===== config.mk =====
export PLATFORM = sky130hd
export DESIGN_NAME = wb_stage
export DESIGN_NICKNAME = d
export VERILOG_FILES = /design/src/rtl/wb_stage.sv
export SDC_FILE = /design/constraint.sdc
export NUM_CORES = 1
export LEC_CHECK = 0
export CAP_MARGIN = 10
export CORE_AREA = 2 2 212 214
export DETAILED_ROUTE_END_ITERATION = 10
export DIE_AREA = 0 0 214 216
export PLACE_DENSITY = 0.65
export SYNTH_ARGS = -nofsm -noshare
export SYNTH_HDL_FRONTEND = slang
export SYNTH_SLANG_ARGS = --single-unit

===== constraint.sdc =====
create_clock -name clk -period 22.4 [get_ports clk]
set_input_delay 5.6 -clock clk [delete_from_list [all_inputs] [get_ports clk]]
set_output_delay 5.6 -clock clk [all_outputs]
set_load 0.03 [all_outputs]

===== src/rtl/wb_stage.sv =====
// Writeback stage: latches one instruction from the memory stage, fires a single-cycle
// regfile write strobe and difftest commit pulse, and keeps cycle/retired counters.
module wb_stage #(
   parameter int XLEN  = 64,
   parameter int CNT_W = 64
) (
   input  logic             clk,
   input  logic             rst,
   input  logic             i_wb_memoryed_req,
   output logic             o_wb_memoryed_ack,
   output logic             o_wb_writebacked_req,
   input  logic             i_wb_writebacked_ack,
   input  logic [XLEN-1:0]  i_wb_pc,
   input  logic [31:0]      i_wb_inst,
   input  logic [4:0]       i_wb_rd,
   input  logic             i_wb_rd_wen,
   input  logic [XLEN-1:0]  i_wb_rd_wdata,
   input  logic             i_wb_nocmt,
   input  logic             i_wb_skipcmt,
   output logic [4:0]       o_wb_rd,
   output logic             o_wb_rd_wen,
   output logic [XLEN-1:0]  o_wb_rd_wdata,
   output logic             o_cmt_valid,
   output logic [XLEN-1:0]  o_cmt_pc,
   output logic [31:0]      o_cmt_inst,
   output logic             o_cmt_skip,
   output logic             o_cmt_wen,
   output logic [4:0]       o_cmt_wdest,
   output logic [XLEN-1:0]  o_cmt_wdata,
   output logic [CNT_W-1:0] o_cycle_cnt,
   output logic [CNT_W-1:0] o_instr_cnt
);

   localparam logic [0:0] S_IDLE  = 1'b0;
   localparam logic [0:0] S_VALID = 1'b1;
   localparam logic [CNT_W-1:0] CNT_ONE = {{(CNT_W-1){1'b0}}, 1'b1};

   logic [0:0]       r_state;
   logic             r_fresh;
   logic [XLEN-1:0]  r_pc;
   logic [31:0]      r_inst;
   logic [4:0]       r_rd;
   logic             r_rd_wen;
   logic [XLEN-1:0]  r_rd_wdata;
   logic             r_nocmt;
   logic             r_skipcmt;
   logic [CNT_W-1:0] r_cycle_cnt;
   logic [CNT_W-1:0] r_instr_cnt;

   logic w_mem_hs;
   logic w_wb_hs;
   logic w_rd_nz;
   logic w_wb_wen;
   logic w_cmt_valid;

   // Upstream ack is combinational on the downstream ack so a stream flows without bubbles;
   // it is forced low while reset is held so every output reads 0 during reset.
   assign o_wb_writebacked_req = (r_state == S_VALID);
   assign w_wb_hs              = o_wb_writebacked_req & i_wb_writebacked_ack;
   assign o_wb_memoryed_ack    = ~rst & ((r_state == S_IDLE) | w_wb_hs);
   assign w_mem_hs             = i_wb_memoryed_req & o_wb_memoryed_ack;

   assign w_rd_nz     = (r_rd != 5'd0);
   assign w_cmt_valid = r_fresh & ~r_nocmt;
   assign w_wb_wen    = w_cmt_valid & r_rd_wen & w_rd_nz;

   assign o_wb_rd_wen   = w_wb_wen;
   assign o_wb_rd       = w_wb_wen ? r_rd : 5'd0;
   assign o_wb_rd_wdata = w_wb_wen ? r_rd_wdata : '0;

   assign o_cmt_valid = w_cmt_valid;
   assign o_cmt_pc    = w_cmt_valid ? r_pc : '0;
   assign o_cmt_inst  = w_cmt_valid ? r_inst : 32'd0;
   assign o_cmt_skip  = w_cmt_valid & r_skipcmt;
   assign o_cmt_wen   = w_wb_wen;
   assign o_cmt_wdest = w_cmt_valid ? r_rd : 5'd0;
   assign o_cmt_wdata = w_cmt_valid ? r_rd_wdata : '0;

   assign o_cycle_cnt = r_cycle_cnt;
   assign o_instr_cnt = r_instr_cnt;

   // fresh marks only the first VALID cycle after a latch, so a stall never repeats the commit.
   always_ff @(posedge clk or posedge rst) begin
      if (rst) begin
         r_state <= S_IDLE;
         r_fresh <= 1'b0;
      end else begin
         r_fresh <= w_mem_hs;
         if (w_mem_hs) begin
            r_state <= S_VALID;
         end else if (w_wb_hs) begin
            r_state <= S_IDLE;
         end
      end
   end

   always_ff @(posedge clk or posedge rst) begin
      if (rst) begin
         r_pc       <= '0;
         r_inst     <= 32'd0;
         r_rd       <= 5'd0;
         r_rd_wen   <= 1'b0;
         r_rd_wdata <= '0;
         r_nocmt    <= 1'b0;
         r_skipcmt  <= 1'b0;
      end else if (w_mem_hs) begin
         r_pc       <= i_wb_pc;
         r_inst     <= i_wb_inst;
         r_rd       <= i_wb_rd;
         r_rd_wen   <= i_wb_rd_wen;
         r_rd_wdata <= i_wb_rd_wdata;
         r_nocmt    <= i_wb_nocmt;
         r_skipcmt  <= i_wb_skipcmt;
      end
   end

   always_ff @(posedge clk or posedge rst) begin
      if (rst) begin
         r_cycle_cnt <= '0;
         r_instr_cnt <= '0;
      end else begin
         r_cycle_cnt <= r_cycle_cnt + CNT_ONE;
         if (w_cmt_valid) begin
            r_instr_cnt <= r_instr_cnt + CNT_ONE;
         end
      end
   end

endmodule


### Word-level counts from Yosys, hierarchy flattened

Index checks and enable logic that the tools add are counted.

| storage, ports and cells | value |
|---|---|
| register bits | 298 |
| bits of input ports | 172 |
| logic and storage cells | 34 |
| output and inout port bits | 368 |

| operators by class | value |
|---|---|
| mux-type cells | 8 |
| add/sub/neg operators | 2 |
| bitwise operators | 11 |
| reduce and logical (&&, ||, !) cells | 2 |

Operators by type and width:

| cell | number |
|---|---|
| $mux 64 | 3 |
| $add 64x1->64 const B | 2 |
| $mux 32 | 1 |
| $mux 5 | 2 |
| $and 1x1->1 | 7 |
| $reduce_bool 5->1 | 1 |
| $not 1->1 | 3 |
| $mux 1 | 2 |
| $reduce_bool 2->1 | 1 |
| $or 1x1->1 | 1 |

### Longest topological paths before layout

| depth | value |
|---|---|
| depth after elaboration | 5 |
| mapped depth | 7 |
| mapped depth without buffers | 6 |

### Worst setup path before layout

OpenSTA, ideal clock, no wires.

| path | value |
|---|---|
| path type | input -> output |
| from | input i_wb_writebacked_ack |
| to | output o_wb_memoryed_ack |
| stages on the path | 2 |
| path buffers | 0 |
| data required time | 16800 ps |
| data arrival time | 6156 ps |
| setup slack | 10644 ps |
| path through | inv_1 -> a21oi_1 |

| on the way | value |
|---|---|
| longest elaborated chain between the ends | 3 |

Ends and longest elaborated chain:

| element | RTL line | RTL |
|---|---|---|
| from (decl) | 12 | `input logic i_wb_writebacked_ack,` |
| $and 1x1->1 | 59 | `assign w_wb_hs = o_wb_writebacked_req & i_wb_writebacked_ack;` |
| $or 1x1->1 | 60 | `assign o_wb_memoryed_ack = ~rst & ((r_state == S_IDLE) \| w_wb_hs);` |
| $and 1x1->1 | 60 |  |
| to (decl) | 10 | `output logic o_wb_memoryed_ack,` |

No other way between the ends.

### Worst setup path after layout

| path | value |
|---|---|
| from | input rst |
| to | output o_wb_memoryed_ack |

| on the way | value |
|---|---|
| longest elaborated chain between the ends | 2 |

Ends and longest elaborated chain:

| element | RTL line | RTL |
|---|---|---|
| from (decl) | 8 | `input logic rst,` |
| $not 1->1 | 60 |  |
| $and 1x1->1 | 60 |  |

No other way between the ends.

==> impl_metrics.env <==
export IMPL_grt_max_degree=102
export IMPL_endpoint_kind="primary output"
export IMPL_clkSinkCount=298
export IMPL_crit_top_cell="clkdlybuf4s50_1"
export IMPL_whs_ns=0.463
export IMPL_area_growth_synth_to_final_pct=53.3
export IMPL_relSlewSlack_pct=35.3
export IMPL_tritoncts="built"
export IMPL_synth_top_area_share_pct=54.3
export IMPL_die_width_um=214
export IMPL_clockBufferDepth=3
export IMPL_yosys_warnings=0
export IMPL_synth_simple_gate_area_share_pct=21.7
export IMPL_hold_path_endpoint="o_cycle_cnt[63]$_DFF_PP0_"
export IMPL_clk_pin_slew_ns=0.06
export IMPL_synth_xor_area_share_pct=7.96
export IMPL_grt_overflow=0
export IMPL_crit_required_ns=16.80
export IMPL_synth_top_family_by_area="simple AND/OR/NAND/NOR gates"
export IMPL_synth_area_leaders="dfrtp_1, mux2_2, and2_1"
export IMPL_totalWireLength_um=41500
export IMPL_swShare_pct=25.5
export IMPL_finalCriticalPeriod_ns=12.63
export IMPL_critPathArrivalTime_ns=7.03
export IMPL_coreArea_mm2=0.0438
export IMPL_ioPinCount=540
export IMPL_first_pass_iters=6
export IMPL_ctsRootBufferMaster="clkbuf_16"
export IMPL_startpoint_type="input port"
export IMPL_ant_nets=0
export IMPL_place_congestion=0.849
export IMPL_r2r_worst_path_cells=5
export IMPL_synth_fa_ha_area_share_pct=0.182
export IMPL_tns_ns=0
export IMPL_power_leakage_nw=8.71
export IMPL_synth_area_mux_share_pct=13.8
export IMPL_skew_ns=0.0225
export IMPL_setup_viol=0
export IMPL_final_cells=2322
export IMPL_nets=1880
export IMPL_fin_crit_sh_pct=56.4
export IMPL_detail_route_vias_per_cell=4.62
export IMPL_clkPwrFrac_pct=42.0
export IMPL_layout_common_cells="clkdlybuf4s50_1, dfrtp_1, and2_1"
export IMPL_initial_core_util_pct=31.4
export IMPL_outcome="completed"
export IMPL_worstPathCellList="clkdlybuf4s50_1, a21oi_1, clkdlybuf4s50_1"
export IMPL_yosysTopAreaCell="dfrtp_1"
export IMPL_ir_worst_vdd_mv=0.0541
export IMPL_hpwlAfterDp_um=30300
export IMPL_intPower_w=0.00113
export IMPL_r2r_slack_ns=19.73
export IMPL_p_seq_share_pct=42.0
export IMPL_dieArea_mm2=0.0462
export IMPL_io_buffers=539
export IMPL_fin_util_pct=48.1
export IMPL_combPwrFrac_pct=16.0
export IMPL_cts_hold_buffers_added=0
export IMPL_drt_iter0_drc=518
export IMPL_crit_path_max_fanout=2
export IMPL_hold_depth=1
export IMPL_drv_slew=0
export IMPL_hp_class="reg -> reg"
export IMPL_hold_start="o_cycle_cnt[63]$_DFF_PP0_"
export IMPL_r2r_start="r_nocmt$_DFFE_PP0P_"
export IMPL_rsz0062_at_grt="false"
export IMPL_place_inst=2260
export IMPL_grt_util_all_layers_pct=17.7
export IMPL_wire_per_inst_um=17.9
export IMPL_tightest_slew_ns=0.971
export IMPL_hold_viol=0
export IMPL_cap_violations=0
export IMPL_final_area_mm2=0.0211
export IMPL_drive_above_1_share_pct=14.9
export IMPL_critPathMaxStageDelay_ns=0.71
export IMPL_rr_endpoint="o_instr_cnt[61]$_DFFE_PP0N_"
export IMPL_numCtsBuffers=36
export IMPL_critPathKind="in -> out"
export IMPL_crit_family="buffers and inverters"
export IMPL_ys_ff_latch=298
export IMPL_clock_latency_ns=0.55
export IMPL_critPathBufInv=2
export IMPL_layout_commonest_cell="clkdlybuf4s50_1"
export IMPL_syn_area_mm2=0.0137
export IMPL_dieHeight_um=216
export IMPL_post_cts_resize_count=0
export IMPL_grt_pass1_wl_um=65100
export IMPL_yosysSeqAreaShare_pct=54.3
export IMPL_netlist_instances=1170
export IMPL_synthesis_nets=1344
export IMPL_drc=0
export IMPL_place_area_mm2=0.0198
export IMPL_max_freq_ghz=0.0792
export IMPL_powerDensity_mw_per_mm2=72.2
export IMPL_grt_pass1_vias=11200
export IMPL_synth_compound_area_share_pct=0.127
export IMPL_ys_types=34
export IMPL_post_cts_buffers=0
export IMPL_core_rowCount=77
export IMPL_antenna_found_initial=1
export IMPL_p_sw_w=0.000388
export IMPL_syn_area_per_cell_um2=11.7
export IMPL_vias=10700
export IMPL_htree_levels=2
export IMPL_slowest_stage="clkdlybuf4s50_1"
cells in the mapped netlist:
library cell and count:
buf_2 1, nor3_2 5, xnor2_1 72, mux2_2 169, a21o_1 1, buf_4 1, nand4_1 37, a21oi_1 2
nor4_4 1, nand3b_1 1, nand3_1 51, nor3b_2 2, ha_1 2, nor4b_2 1, nor2_1 39, or4_1 3
nor3_1 26, or4b_4 2, clkbuf_1 47, nand2_1 46, or3_1 2, nand4b_1 1, or2_2 3, and3_1 20
dfrtp_1 298, or4_4 1, inv_1 16, and4_1 12, and2_1 238, nand4_2 2, nor4_1 13, nor2b_1 1
xor2_1 53, buf_6 1
layer usage:
layer	global-route usage [%]	vias up	routed length, um
li1	-	5047	-
met1	21.1	5236	16800
met2	30.2	375	20500
met3	5.75	63	3160
met4	5.59	2	1050
met5	0	-	13
worst max path at each step:
stage	from	endpoint	slack, ns	cells after the start
after detailed placement	rst	o_wb_memoryed_ack	9.77	3
final	rst	o_wb_memoryed_ack	9.77	3
after CTS	rst	o_wb_memoryed_ack	9.76	3
after floorplan	rst	o_cycle_cnt[0]$_DFF_PP0_	8.57	1
after global placement	rst	o_wb_memoryed_ack	9.76	3
after global routing	rst	o_wb_memoryed_ack	9.71	3
power by group through the flow:
stage,clock network (W),registers (W),logic [W]
finish,0.000639,0.000639,0.000244
global route,0.000680,0.000648,0.000262
CTS,0.000659,0.000640,0.000249
detailed placement,0,0.000649,0.000248
global placement,0,0.000646,0.000244
floorplan,0,0.000640,0.000139
final cells by class:
class                      instances  area, um2
fill                            3975      22800
clock inverter                    13        248
multi-input combinational        806       6050
clock buffer                      48       1050
tap                              592        741
sequential                       298       7460
antenna                            1       2.50
inverter                          16       67.6
timing repair buffer             548       5460
sequential cells by signal, indices dropped and copies added (netlist names):
name                  flops
r_nocmt                   1
r_rd_wen                  1
r_skipcmt                 1
r_rd                      5
r_fresh                   1
r_rd_wdata               64
o_wb_writebacked_req      1
o_instr_cnt              64
r_inst                   32
o_cycle_cnt              64
r_pc                     64
metrics by stage:
| stage | worst slack (ns) | power [W] |
|---|---|---|
| finish | 9.77 | 0.00152 |
| global route | 9.71 | 0.00159 |
| CTS | 9.76 | 0.00155 |
| detailed placement | 9.77 | 0.000897 |
| global placement | 9.76 | 0.000890 |
| floorplan | 8.57 | 0.000779 |
worst reg2reg max path, delay by kind of cell, from the launching register on:
family	cells	cell delay, ns
DFF	1	0.41
and+or+nand+nor	4	2.03
xor gates and xnor gates	1	0.17
kinds of logic after synthesis:
logic type,count (synthesis)
and+or+nand+nor,507
AOI/OAI and AO/OA,3
DFF,298
adders and majority gates,2
muxes,169
buffers and inverters,66
xor gates and xnor gates,125
No activity file was read; power rests on OpenSTA's default activity.
